**src/rtl/crc_pkg.sv**
```systemverilog
// Shared command encodings and controller state type for the CRC engine arbiter.
package crc_pkg;

  localparam logic [1:0] CMD_INIT  = 2'd1;
  localparam logic [1:0] CMD_DATA  = 2'd2;
  localparam logic [1:0] CMD_CHECK = 2'd3;

  typedef enum logic [2:0] {
    IDLE     = 3'd0,
    INIT     = 3'd1,
    DATA     = 3'd2,
    CHECK    = 3'd3,
    WAIT_RES = 3'd4,
    REPORT   = 3'd5
  } state_t;

endpackage

```
**src/rtl/crc_arbiter_rr.sv**
```systemverilog
// Round-robin picker: first requester strictly after last_grant (mod NREQ) wins.
module rr_arbiter
  import crc_pkg::*;
#(
  parameter int NREQ = 2,
  parameter int IDW  = 1
) (
  input  logic [NREQ-1:0] req,
  input  logic [IDW-1:0]  last_grant,
  output logic [NREQ-1:0] grant,
  output logic [IDW-1:0]  grant_id
);

  // Scan from last_grant+1 around the ring; the first active request is granted.
  always_comb begin
    logic found_s;
    int   idx_s;
    grant    = '0;
    grant_id = '0;
    found_s  = 1'b0;
    idx_s    = 0;
    for (int k = 1; k <= NREQ; k++) begin
      idx_s = (int'(last_grant) + k) % NREQ;
      if (!found_s && req[idx_s[IDW-1:0]]) begin
        grant[idx_s[IDW-1:0]] = 1'b1;
        grant_id              = idx_s[IDW-1:0];
        found_s               = 1'b1;
      end else begin
      end
    end
  end

endmodule

```
**src/rtl/crc_arbiter.sv**
```systemverilog
// Shares one CRC compute engine among NREQ requesters: grants a job, streams
// INIT/DATA/CHECK words to the engine and returns the engine's verdict.
module crc_arbiter
  import crc_pkg::*;
#(
  parameter  int NREQ = 2,
  parameter  int W    = 8,
  localparam int IDW  = (NREQ > 1) ? $clog2(NREQ) : 1
) (
  input  logic                    clk,
  input  logic                    rst,
  input  logic [NREQ-1:0]         req_valid,
  input  logic [NREQ-1:0][W-1:0]  req_len,
  output logic [NREQ-1:0]         req_ready,
  input  logic [NREQ-1:0]         dat_valid,
  input  logic [NREQ-1:0][W-1:0]  dat_data,
  output logic [NREQ-1:0]         dat_ready,
  output logic                    eng_valid,
  output logic [1:0]              eng_cmd,
  output logic [W-1:0]            eng_dat,
  input  logic                    eng_ready,
  input  logic                    eng_res_valid,
  input  logic                    eng_res_match,
  output logic [NREQ-1:0]         res_valid,
  output logic                    res_match,
  input  logic [NREQ-1:0]         res_ready,
  output logic                    mon_valid,
  output logic                    mon_match,
  output logic [IDW-1:0]          mon_id
);

  state_t          state_r, state_nx_s;
  logic [IDW-1:0]  grant_r, last_grant_r;
  logic [W-1:0]    cnt_r;
  logic            match_r, mon_valid_r;
  logic [NREQ-1:0] rr_grant_s;
  logic [IDW-1:0]  rr_id_s;
  logic            accept_s, dec_s, take_s;

  rr_arbiter #(.NREQ(NREQ), .IDW(IDW)) u_rr (
    .req        (req_valid),
    .last_grant (last_grant_r),
    .grant      (rr_grant_s),
    .grant_id   (rr_id_s)
  );

  // Next-state and output decode; rst forces every output low in the same cycle.
  always_comb begin
    state_nx_s = state_r;
    accept_s   = 1'b0;
    dec_s      = 1'b0;
    take_s     = 1'b0;
    req_ready  = '0;
    dat_ready  = '0;
    eng_valid  = 1'b0;
    eng_cmd    = 2'd0;
    eng_dat    = '0;
    res_valid  = '0;
    res_match  = 1'b0;
    mon_valid  = 1'b0;
    mon_match  = 1'b0;
    mon_id     = '0;
    if (!rst) begin
      mon_valid = mon_valid_r;
      mon_match = mon_valid_r & match_r;
      mon_id    = mon_valid_r ? grant_r : '0;
      case (state_r)
        IDLE: begin
          req_ready = rr_grant_s;
          if (|req_valid) begin
            accept_s   = 1'b1;
            state_nx_s = INIT;
          end else begin
          end
        end
        INIT: begin
          eng_valid = 1'b1;
          eng_cmd   = CMD_INIT;
          if (eng_ready) begin
            if (cnt_r == '0) begin
              state_nx_s = CHECK;
            end else begin
              state_nx_s = DATA;
            end
          end else begin
          end
        end
        // Data and check words pass straight through with no added latency.
        DATA: begin
          eng_valid          = dat_valid[grant_r];
          eng_cmd            = CMD_DATA;
          eng_dat            = dat_data[grant_r];
          dat_ready[grant_r] = eng_ready;
          if (dat_valid[grant_r] && eng_ready) begin
            dec_s = 1'b1;
            if (cnt_r == W'(1)) begin
              state_nx_s = CHECK;
            end else begin
            end
          end else begin
          end
        end
        CHECK: begin
          eng_valid          = dat_valid[grant_r];
          eng_cmd            = CMD_CHECK;
          eng_dat            = dat_data[grant_r];
          dat_ready[grant_r] = eng_ready;
          if (dat_valid[grant_r] && eng_ready) begin
            state_nx_s = WAIT_RES;
          end else begin
          end
        end
        WAIT_RES: begin
          if (eng_res_valid) begin
            take_s     = 1'b1;
            state_nx_s = REPORT;
          end else begin
          end
        end
        REPORT: begin
          res_valid[grant_r] = 1'b1;
          res_match          = match_r;
          if (res_ready[grant_r]) begin
            state_nx_s = IDLE;
          end else begin
          end
        end
        default: begin
          state_nx_s = IDLE;
        end
      endcase
    end else begin
    end
  end

  // Controller state, job context and the one-cycle monitor pulse.
  always_ff @(posedge clk) begin
    if (rst) begin
      state_r      <= IDLE;
      grant_r      <= '0;
      last_grant_r <= IDW'(NREQ - 1);
      cnt_r        <= '0;
      match_r      <= 1'b0;
      mon_valid_r  <= 1'b0;
    end else begin
      state_r     <= state_nx_s;
      mon_valid_r <= take_s;
      if (accept_s) begin
        grant_r      <= rr_id_s;
        last_grant_r <= rr_id_s;
        cnt_r        <= req_len[rr_id_s];
      end else if (dec_s) begin
        cnt_r <= cnt_r - W'(1);
      end
      if (take_s) begin
        match_r <= eng_res_match;
      end
    end
  end

endmodule

```
**config.mk**
```make
export PLATFORM = sky130hd
export DESIGN_NAME = crc_arbiter
export DESIGN_NICKNAME = d
export VERILOG_FILES = /design/src/rtl/crc_pkg.sv /design/src/rtl/crc_arbiter_rr.sv /design/src/rtl/crc_arbiter.sv
export SDC_FILE = /design/constraint.sdc
export NUM_CORES = 1
export LEC_CHECK = 0
export ABC_CLOCK_PERIOD_IN_PS = 4570
export BUFFER_PORTS_ARGS = -buffer_cell sky130_fd_sc_hd__buf_2
export CAP_MARGIN = 30
export CORE_UTILIZATION = 48
export DETAILED_ROUTE_END_ITERATION = 10
export PLACE_DENSITY_LB_ADDON = 0.3
export SYNTH_ARGS = -nofsm -noshare
export SYNTH_HDL_FRONTEND = slang
export SYNTH_SLANG_ARGS = --single-unit
export TNS_END_PERCENT = 50
```
**constraint.sdc**
```tcl
create_clock -name clk -period 4.57 [get_ports clk]
set_input_delay 0.457 -clock clk [delete_from_list [all_inputs] [get_ports clk]]
set_output_delay 0.457 -clock clk [all_outputs]
set_load 0.01 [all_outputs]
```
-- Word-level counts from Yosys, hierarchy flattened
Cells that the tools add are included.
- register bits: 15
- latch bits: 0
- RAM bits: 0
- ROM bits: 0
- input port bits: 43
- output and inout port bits: 21
- logic and storage cells: 105
- memories: 0
- $add $sub $neg: 3
- multiply operators: 0
- divide/modulo/power cells: 0
- magnitude comparators: 7
- equality and inequality tests: 13
- shift-type cells: 0
- muxes and demuxes: 61
- bitwise gates (word level): 3
- reduce and logical (&&, ||, !) cells: 12
- operator list (operator ; count):
    $mux W8 ; 8
    $mux W1 ; 31
    $mux W3 ; 7
    $mux W2 ; 9
    $pmux W3 S6 ; 1
    $ne A2 B2 Y1 const B ; 7
    $eq A8 B1 Y1 const B ; 1
    $logic_not A8 Y1 ; 1
    $lt A1 B2 Y1 const B ; 4
    $sub A8 B1 Y8 const B ; 1
    $reduce_and A7 Y1 ; 1
    $eq A3 B2 Y1 const B ; 2
    $eq A3 B3 Y1 const B ; 2
    $pmux W2 S3 ; 1
    $logic_and A1 B1 Y1 ; 5
    $reduce_or A2 Y1 ; 2
    $demux W1 S1 ; 3
    $eq A3 B1 Y1 const B ; 1
    $ge A1 B1 Y1 const B ; 3
    $logic_not A3 Y1 ; 1
    $add A1 B1 Y1 const B ; 2
    $and A2 B2 Y2 ; 1
    $or A2 B2 Y2 ; 1
    $pmux W1 S2 ; 1
    3 further kinds ; 3

-- Logic depth before layout (Yosys ltp)
Gate-level depths: netlist of run 1.
- depth in word-level cells: 10
- gate-level depth with buffers: 7
- depth with buffers taken out: 6

-- Modules after synthesis
A second synthesis of run 1 with hierarchy kept.
- cells, all modules: 157
- area, all modules: 1248.7 um^2
- by module, submodules not included (module ; times used ; cells each ; area each (um^2) ; sequential area each (um^2)):
    crc_arbiter ; 1 ; 153 ; 1222.4 ; 300.3
    rr_arbiter ; 1 ; 4 ; 26.3 ; 0.0

-- Worst setup path before layout of run 1
OpenSTA, ideal clock, no wires.
- kind: input -> output
- start point: in req_valid[1]
- end point: out req_ready[1]
- arrival time: 1.337 ns
- required time: 4.113 ns
- setup slack: 2.776 ns
- stages on the path: 3
- buffers on the path: 1
- cells stage by stage: a21boi_1 -> clkbuf_1 -> and2_1
- cells in the longest elaborated chain, start to end: 8
- elaborated cells between the ends (all ways): 12
- those cells by class: mux (9); bitwise (1); reduce/logical (2)
- ends and longest elaborated chain (item ; line ; source):
    from (decl) ; crc_arbiter.sv:12 ; input logic [NREQ-1:0] req_valid,
    $mux W1 (not written as such) (2 in series) ; crc_arbiter_rr.sv:24 ; if (!found_s && req[idx_s[IDW-1:0]]) begin
    $mux W1 ; crc_arbiter_rr.sv:24 ;
    $logic_not A1 Y1 ; crc_arbiter_rr.sv:24 ;
    $logic_and A1 B1 Y1 ; crc_arbiter_rr.sv:24 ;
    $mux W2 (*) ; crc_arbiter_rr.sv:24 ;
    $mux W2 (*) ; crc_arbiter.sv:67 ; case (state_r)
    $mux W2 (*) ; crc_arbiter.sv:63 ; if (!rst) begin
    to (decl) ; crc_arbiter.sv:14 ; output logic [NREQ-1:0] req_ready,
Mark *: on every way between the ends. The rest lies on a longest branch, timed or not. The select of a mux whose other input is x is not followed.

-- Worst setup path after layout of run 1
- start point: reg grant_r
- end point: out eng_valid
- cells in the longest elaborated chain, start to end: 4
- ends and longest elaborated chain (item ; line ; source):
    from (decl) ; crc_arbiter.sv:33 ; logic [IDW-1:0] grant_r, last_grant_r;
    from (signal assigned) ; crc_arbiter.sv:149 ; grant_r <= rr_id_s;
    $mux W1 (not written as such) (2 in series) ; crc_arbiter.sv:90, crc_arbiter.sv:104 ;
    $pmux W1 S2 ; crc_arbiter.sv:67 ;
    $mux W1 ; crc_arbiter.sv:63 ;
    to (decl) ; crc_arbiter.sv:18 ; output logic eng_valid,
No other way between the ends. The select of a mux whose other input is x is not followed.

==> impl_metrics.csv, run 1 <==
group,metric,value,unit
status,status,"completed",
critical_path,reg2regPathDepth,4,
yosys,yosys.cell_types.count,42,
yosys,avgSynthCellArea,8.333,um^2
cts,htreeDepth,1,
cells_and_area,fin_nets,252,
placed_design,dp_slack,2206,ps
floorplanning,ios,64,
critical_path,cp_top_family,"flip-flops",
floorplanning,core,2297,um^2
critical_path,timing.rr.start,"grant_r",
min_path,hold_path_end,"match_r",
cells_and_area,fillers,205,
detailed_routing,drt_iter0_drc,12,
critical_path,path_cells,"mux2i_1 -> a2111oi_0 -> buf_2",
cts,clkLatencyLatePin,280,ps
critical_path,startpoint_type,"flop",
detailed_routing,drc,0,
critical_path,r2r_setup_slack,2470,ps
yosys,synthFlopType,"dfxtp_1",
critical_path,crit_fanout,17,
timing,maxSlewHeadroom,0.5117,
global_route,grt_pass1_wl,5.223,mm
min_path,holdPathStages,2,
yosys,async_reset_ff_frac,0,
global_route,grt_max_degree,20,
detailed_routing,wire_per_inst,13.88,um
placed_design,port-buffer-count,63,
timing,fmax,403.1,MHz
yosys,synth_edf_count,0,
cts,cts_tree,"done",
floorplanning,dieArea,2758,um^2
cts,cts_hold_buf,0,
critical_path,cp.buffers_inverters,1,
detailed_routing,detail-route-antenna-nets,0,
yosys,ys_seq_elements,15,
placed_design,globalplace.congestion,0.8079,
flow_run,cap_violations,0,
cells_and_area,final_cell_mix,"buf_2 (63), nor2_1 (16), dfxtp_1 (15)",
yosys,synth_seq_area_share,0.2451,
timing,drv_slew,0,
critical_path,reg2reg_to,"cnt_r[4]",
cts,cts_root_buffer,"clkbuf_4",
timing,setup_viol,0,
timing,rsz0062_at_grt,"no",
power_and_ir_drop,peakVddDrop,0.2525,mV
detailed_routing,firstDrtPassIters,4,
critical_path,worstPathArrival,2020,ps
timing,max_slew.worst_pin.slew,731.5,ps
timing,period_share,0.5429,
detailed_routing,wirelength,3.247,mm
cells_and_area,area_growth,25.84,%
timing,setup_slack,2089,ps
cells_and_area,diodes,0,
cts,cts_made_buffers,3,
critical_path,worstSetupEndpointType,"output port",
power_and_ir_drop,finalPower,550.3,uW
min_path,min_path_type,"input port to flop",
detailed_routing,met1_length,1.360,mm
critical_path,cp.required,4110,ps
detailed_routing,dr_wl_met3,128,um
timing,fin_skew,9.282,ps
global_route,antenna_found_initial,0,
yosys,synth_cells,147,
floorplanning,die_w,52.52,um
cts,cts_sinks,15,
cts,cts_resized,0,
floorplanning,die_y,52.52,um
yosys,synth_area,1225,um^2
detailed_routing,dr_wl_met2,1.726,mm
cts,cts_setup_buffers,0,
detailed_routing,route.vias.total,1296,
timing,min_period,2481,ps
power_and_ir_drop,p_leak,0.7483,nW
detailed_routing,via_per_inst,5.538,
timing,setup_tns,0,ps
detailed_routing,top_layer_used,"met4",
cells_and_area,final_common_cell,"buf_2",
global_route,overflow,0,
placed_design,hpwl,2.515,mm
cts,cts_buffer_depth,2,
timing,hold_viol_final,0,
critical_path,crit_type,"flop to output port",
global_route,grt.total_usage,0.2541,
floorplanning,start_util,0.5332,
floorplanning,fp-row-count,17,
yosys,synth.net_count,192,
critical_path,cpMaxStageDelayCell,"dfxtp_1",
min_path,hp-start,"eng_res_match",
cells_and_area,drive_above_1_share,0.3786,
power_and_ir_drop,power.density,357.0,nW/um^2
global_route,grt_pass1_vias,1214,
critical_path,max_stage_delay,810,ps
yosys,ys.warnings.count,0,
cts,clkTransAtPathRegs,90,ps
-- sequential cells by signal (all words and copies together), names as in the netlist --
register and count:
cnt_r 8, mon_valid_r 1, last_grant_r 1, state_r 3, match_r 1, grant_r 1
-- stage by stage --
stage,area (um^2),utilization,hold slack [ps],cells
after floorplan,1225,-,473.6,147
after global routing,1541,0.6710,406.1,234
final,1541,0.6710,417.5,234
after detailed placement,1508,0.6563,514.9,229
after global placement,1508,0.6563,503.7,229
after CTS,1534,0.6678,414.7,233
-- logic make-up after synthesis --
logic type,count (synthesis),share of synthesized area
and+or+nand+nor,65,0.3350
AOI/OAI and AO/OA,33,0.1890
xor gates and xnor gates,6,0.04290
buffers and inverters,15,0.07659
adders and majority gates,2,0.02043
DFF,15,0.2451
muxes,11,0.09091
-- synth_stat cells (2+ instances only) --
cell type	count	area share
xnor2_1	6	0.043
mux2i_1	10	0.082
nor4_2	3	0.031
nand2b_1	6	0.031
a311oi_1	2	0.014
inv_1	4	0.012
and2_1	3	0.015
and2b_1	2	0.012
dfxtp_1	15	0.25
o21ai_0	3	0.012
buf_6	4	0.037
and3_1	6	0.031
buf_4	2	0.012
or3_1	3	0.015
clkbuf_1	4	0.012
nor2_1	16	0.049
nor4_1	2	0.010
nor3_1	3	0.012
ha_1	2	0.020
nand2_1	5	0.015
a21oi_1	6	0.025
a211oi_1	11	0.067
nor2b_1	10	0.051
-- worst max path at each step --
stage	startpoint	endpoint	depth (start not counted)
detailed placement	req_valid[1]	req_ready[1]	4
global placement	req_valid[1]	req_ready[1]	4
floorplan	req_valid[1]	req_ready[1]	3
finish	grant_r	eng_valid	3
global route	grant_r	eng_valid	3
CTS	grant_r	eng_valid	3
-- layer usage --
metal / vias up / global-route usage
li1: 649 / -
met5: - / 0
met2: 31 / 0.4726
met3: 4 / 0.05507
met1: 612 / 0.2885
met4: 0 / 0.06140
-- layout make-up --
type,count,area [um^2],share of cell area
Multi-Input combinational cell,117,830.8,0.5390
Tap cell,28,35.03,0.02273
Timing Repair Buffer,65,330.3,0.2143
Clock buffer,4,26.28,0.01705
Inverter,5,18.77,0.01218
Sequential cell,15,300.3,0.1948
-- power breakdown --
group	leakage, nW	switching, mW	internal [mW]
combinational	0.610	0.130	0.126
clock	0.0150	0.0415	0.0339
sequential	0.123	0.0585	0.161
total	0.748	0.230	0.321
Power figures use the tool's default switching activity.
==> run 2, diff against run 1 <==
--- a/config.mk
+++ b/config.mk
@@ -5,10 +5,11 @@
 export SDC_FILE = /design/constraint.sdc
 export NUM_CORES = 1
 export LEC_CHECK = 0
-export ABC_CLOCK_PERIOD_IN_PS = 4570
+export ABC_AREA = 1
+export ABC_CLOCK_PERIOD_IN_PS = 2150
 export BUFFER_PORTS_ARGS = -buffer_cell sky130_fd_sc_hd__buf_2
 export CAP_MARGIN = 30
-export CORE_UTILIZATION = 48
+export CORE_UTILIZATION = 42
 export DETAILED_ROUTE_END_ITERATION = 10
 export PLACE_DENSITY_LB_ADDON = 0.3
 export SYNTH_ARGS = -nofsm -noshare
==> constraint.sdc (replaced) <==
create_clock -name clk -period 2.15 [get_ports clk]
set_input_delay 0.215 -clock clk [delete_from_list [all_inputs] [get_ports clk]]
set_output_delay 0.215 -clock clk [all_outputs]
set_load 0.01 [all_outputs]
==> run 2 against run 1 <==
Compared with the run above:
- non-clock buffer count is 1 lower
- clock skew is 3.0 ps lower
- count of clock-buffer cells in the layout stayed put
- first-iteration DRC count grew to 9.0 times the previous value
- largest power group unchanged
- synthesized cell count is 61% higher
- area after synthesis is 9.7% higher
- sequential share of layout area is 1.7 points lower
- via count is 25% higher
- worst setup slack worse by 1900 ps
- clock power is 120% higher
- final cell count is 45% higher
==> impl_metrics.csv, run 2 <==
group,metric,value,unit
status,status,"completed",
cts,cts_buffer_depth,2,
global_route,grt_pass1_wl,5.644,mm
cells_and_area,final_area,1689,um^2
detailed_routing,met1_length,1.531,mm
cells_and_area,top_register,"cnt_r",
detailed_routing,wire_per_inst,9.932,um
yosys,synthFlopType,"dfxtp_1",
timing,setup_tns,0,ps
yosys,synth_edf_count,0,
power_and_ir_drop,power.density,943.4,nW/um^2
detailed_routing,drc,0,
min_path,min_path_type,"input port to flop",
cells_and_area,post-route-util,0.5533,
detailed_routing,dr_wl_met3,207,um
yosys,synth_seq_area_share,0.2235,
cells_and_area,largest_reg_flops,8,
placed_design,dp_slack,552.2,ps
critical_path,crit_fanout,11,
cts,cts_setup_buffers,0,
critical_path,crit_type,"flop to output port",
global_route,grt_max_degree,18,
yosys,synth_area_leaders,"dfxtp_1 (22%), nand2_1 (17%), nor2_1 (10%)",
detailed_routing,via_per_inst,4.753,
yosys,synth_area,1344,um^2
timing,max_slew.worst_pin.slew,585.5,ps
placed_design,globalplace.congestion,0.9109,
yosys,synth_top_area_frac,0.2235,
timing,drv_slew,0,
floorplanning,start_util,0.4402,
floorplanning,fp-row-count,20,
placed_design,dpl_cell_area,1663,um^2
cells_and_area,fillers,309,
global_route,grt.total_usage,0.2095,
yosys,avgSynthCellArea,5.670,um^2
yosys,yosys.area.top_type,"dfxtp_1",
cells_and_area,final_common_cell,"buf_2",
power_and_ir_drop,p_leak,0.9467,nW
min_path,hp-start,"eng_res_match",
cells_and_area,diodes,0,
min_path,holdPathStages,3,
detailed_routing,drt_iter0_drc,108,
critical_path,worstPathArrival,1730,ps
detailed_routing,top_layer_used,"met4",
cells_and_area,final_cells,340,
detailed_routing,firstDrtPassIters,4,
yosys,synth_most_common_cell,"nand2_1",
timing,holdWs,139.7,ps
critical_path,worstSetupStartpoint,"state_r[1]",
timing,setup_slack,208.8,ps
yosys,yosys.cell_types.count,29,
critical_path,reg2regPathDepth,10,
global_route,antenna_found_initial,0,
cts,cts_root_buffer,"clkbuf_4",
timing,hold_viol_final,0,
flow_run,cap_violations,0,
placed_design,dp.cells,336,
timing,setup_viol,0,
min_path,hold_path_end,"match_r",
critical_path,r2r_setup_slack,610,ps
timing,min_period,1941,ps
critical_path,reg2reg_to,"cnt_r[5]",
timing,rsz0062_at_grt,"no",
yosys,ys.warnings.count,0,
cts,clkTransAtPathRegs,90,ps
yosys,synth.net_count,282,
yosys,ys_seq_elements,15,
timing,maxSlewHeadroom,0.6097,
timing,fmax,515.1,MHz
global_route,overflow,0,
cells_and_area,fin_nets,342,
timing,period_share,0.9029,
global_route,grt_pass1_vias,1409,
floorplanning,dieArea,3430,um^2
cts,cts_made_buffers,3,
detailed_routing,dr_wl_met2,1.586,mm
floorplanning,die_w,58.57,um
cts,htreeDepth,1,
cells_and_area,drive_above_1_share,0.2703,
cells_and_area,area_growth,25.70,%
cts,cts_sinks,15,
critical_path,startpoint_type,"flop",
power_and_ir_drop,peakVddDrop,0.4010,mV
detailed_routing,detail-route-antenna-nets,0,
placed_design,port-buffer-count,63,
floorplanning,die_y,58.57,um
cells_and_area,final_cell_mix,"buf_2 (63), nand2_1 (61), nor2_1 (36)",
floorplanning,core,3053,um^2
detailed_routing,wirelength,3.377,mm
critical_path,cp.required,1930,ps
power_and_ir_drop,finalPower,1.594,mW
cts,cts_hold_buf,0,
critical_path,timing.rr.start,"grant_r",
detailed_routing,route.vias.total,1616,
yosys,synthTopCellsByCount,"nand2_1 (61), nor2_1 (36), inv_1 (33), o21ai_0 (22), nand3_1 (18)",
yosys,async_reset_ff_frac,0,
placed_design,hpwl,2.653,mm
cts,cts_tree,"done",
critical_path,worstSetupEndpointType,"output port",
cells_and_area,reg_top3,"cnt_r (8), state_r (3)",
yosys,synth_cells,237,
cts,clkLatencyLatePin,290,ps
timing,fin_skew,6.294,ps
floorplanning,ios,64,
cts,cts_resized,0,
[run 2: kinds of logic after synthesis]
family,count (synthesis),share of synthesized area
AO/OA/AOI/OAI,43,0.1667
AND/OR/NAND/NOR,131,0.4386
XOR/XNOR,1,0.006519
adder cells (fa/ha/maj),2,0.01862
flip-flops,15,0.2235
buffers and inverters,45,0.1462
[run 2: routing by layer]
metal | vias up | track usage
met4 | 0 | 0.08844
met2 | 59 | 0.3629
met5 | - | 0
li1 | 863 | -
met1 | 689 | 0.2618
met3 | 5 | 0.02637
[run 2: layout make-up]
cell class,count,area [um^2],share of cell area
flip-flops and latches,15,300.3,0.1778
repair buffers,64,322.8,0.1911
well taps,44,55.05,0.03259
clock buffers,4,26.28,0.01556
inverters,36,137.6,0.08148
multi-input cells,177,847.1,0.5015
[run 2: power by group]
group          internal (mW)  switching, mW  leakage (nW)
combinational          0.354          0.600         0.808
sequential             0.365          0.109         0.123
clock                 0.0723         0.0940        0.0150
[run 2: worst max path at each step]
stage	endpoint	slack, ps	depth (start not counted)
finish	dat_ready[0]	210	5
global route	dat_ready[1]	30	5
floorplan	dat_ready[0]	750	5
detailed placement	dat_ready[0]	550	5
CTS	dat_ready[0]	210	5
global placement	dat_ready[0]	560	5
[run 2: worst max-delay path: stages, from the launching register on]
cell,delay (ps)
dfxtp_1,520
inv_1,120
nor2_1,180
nand2_1,270
nor3_1,190
buf_2,160
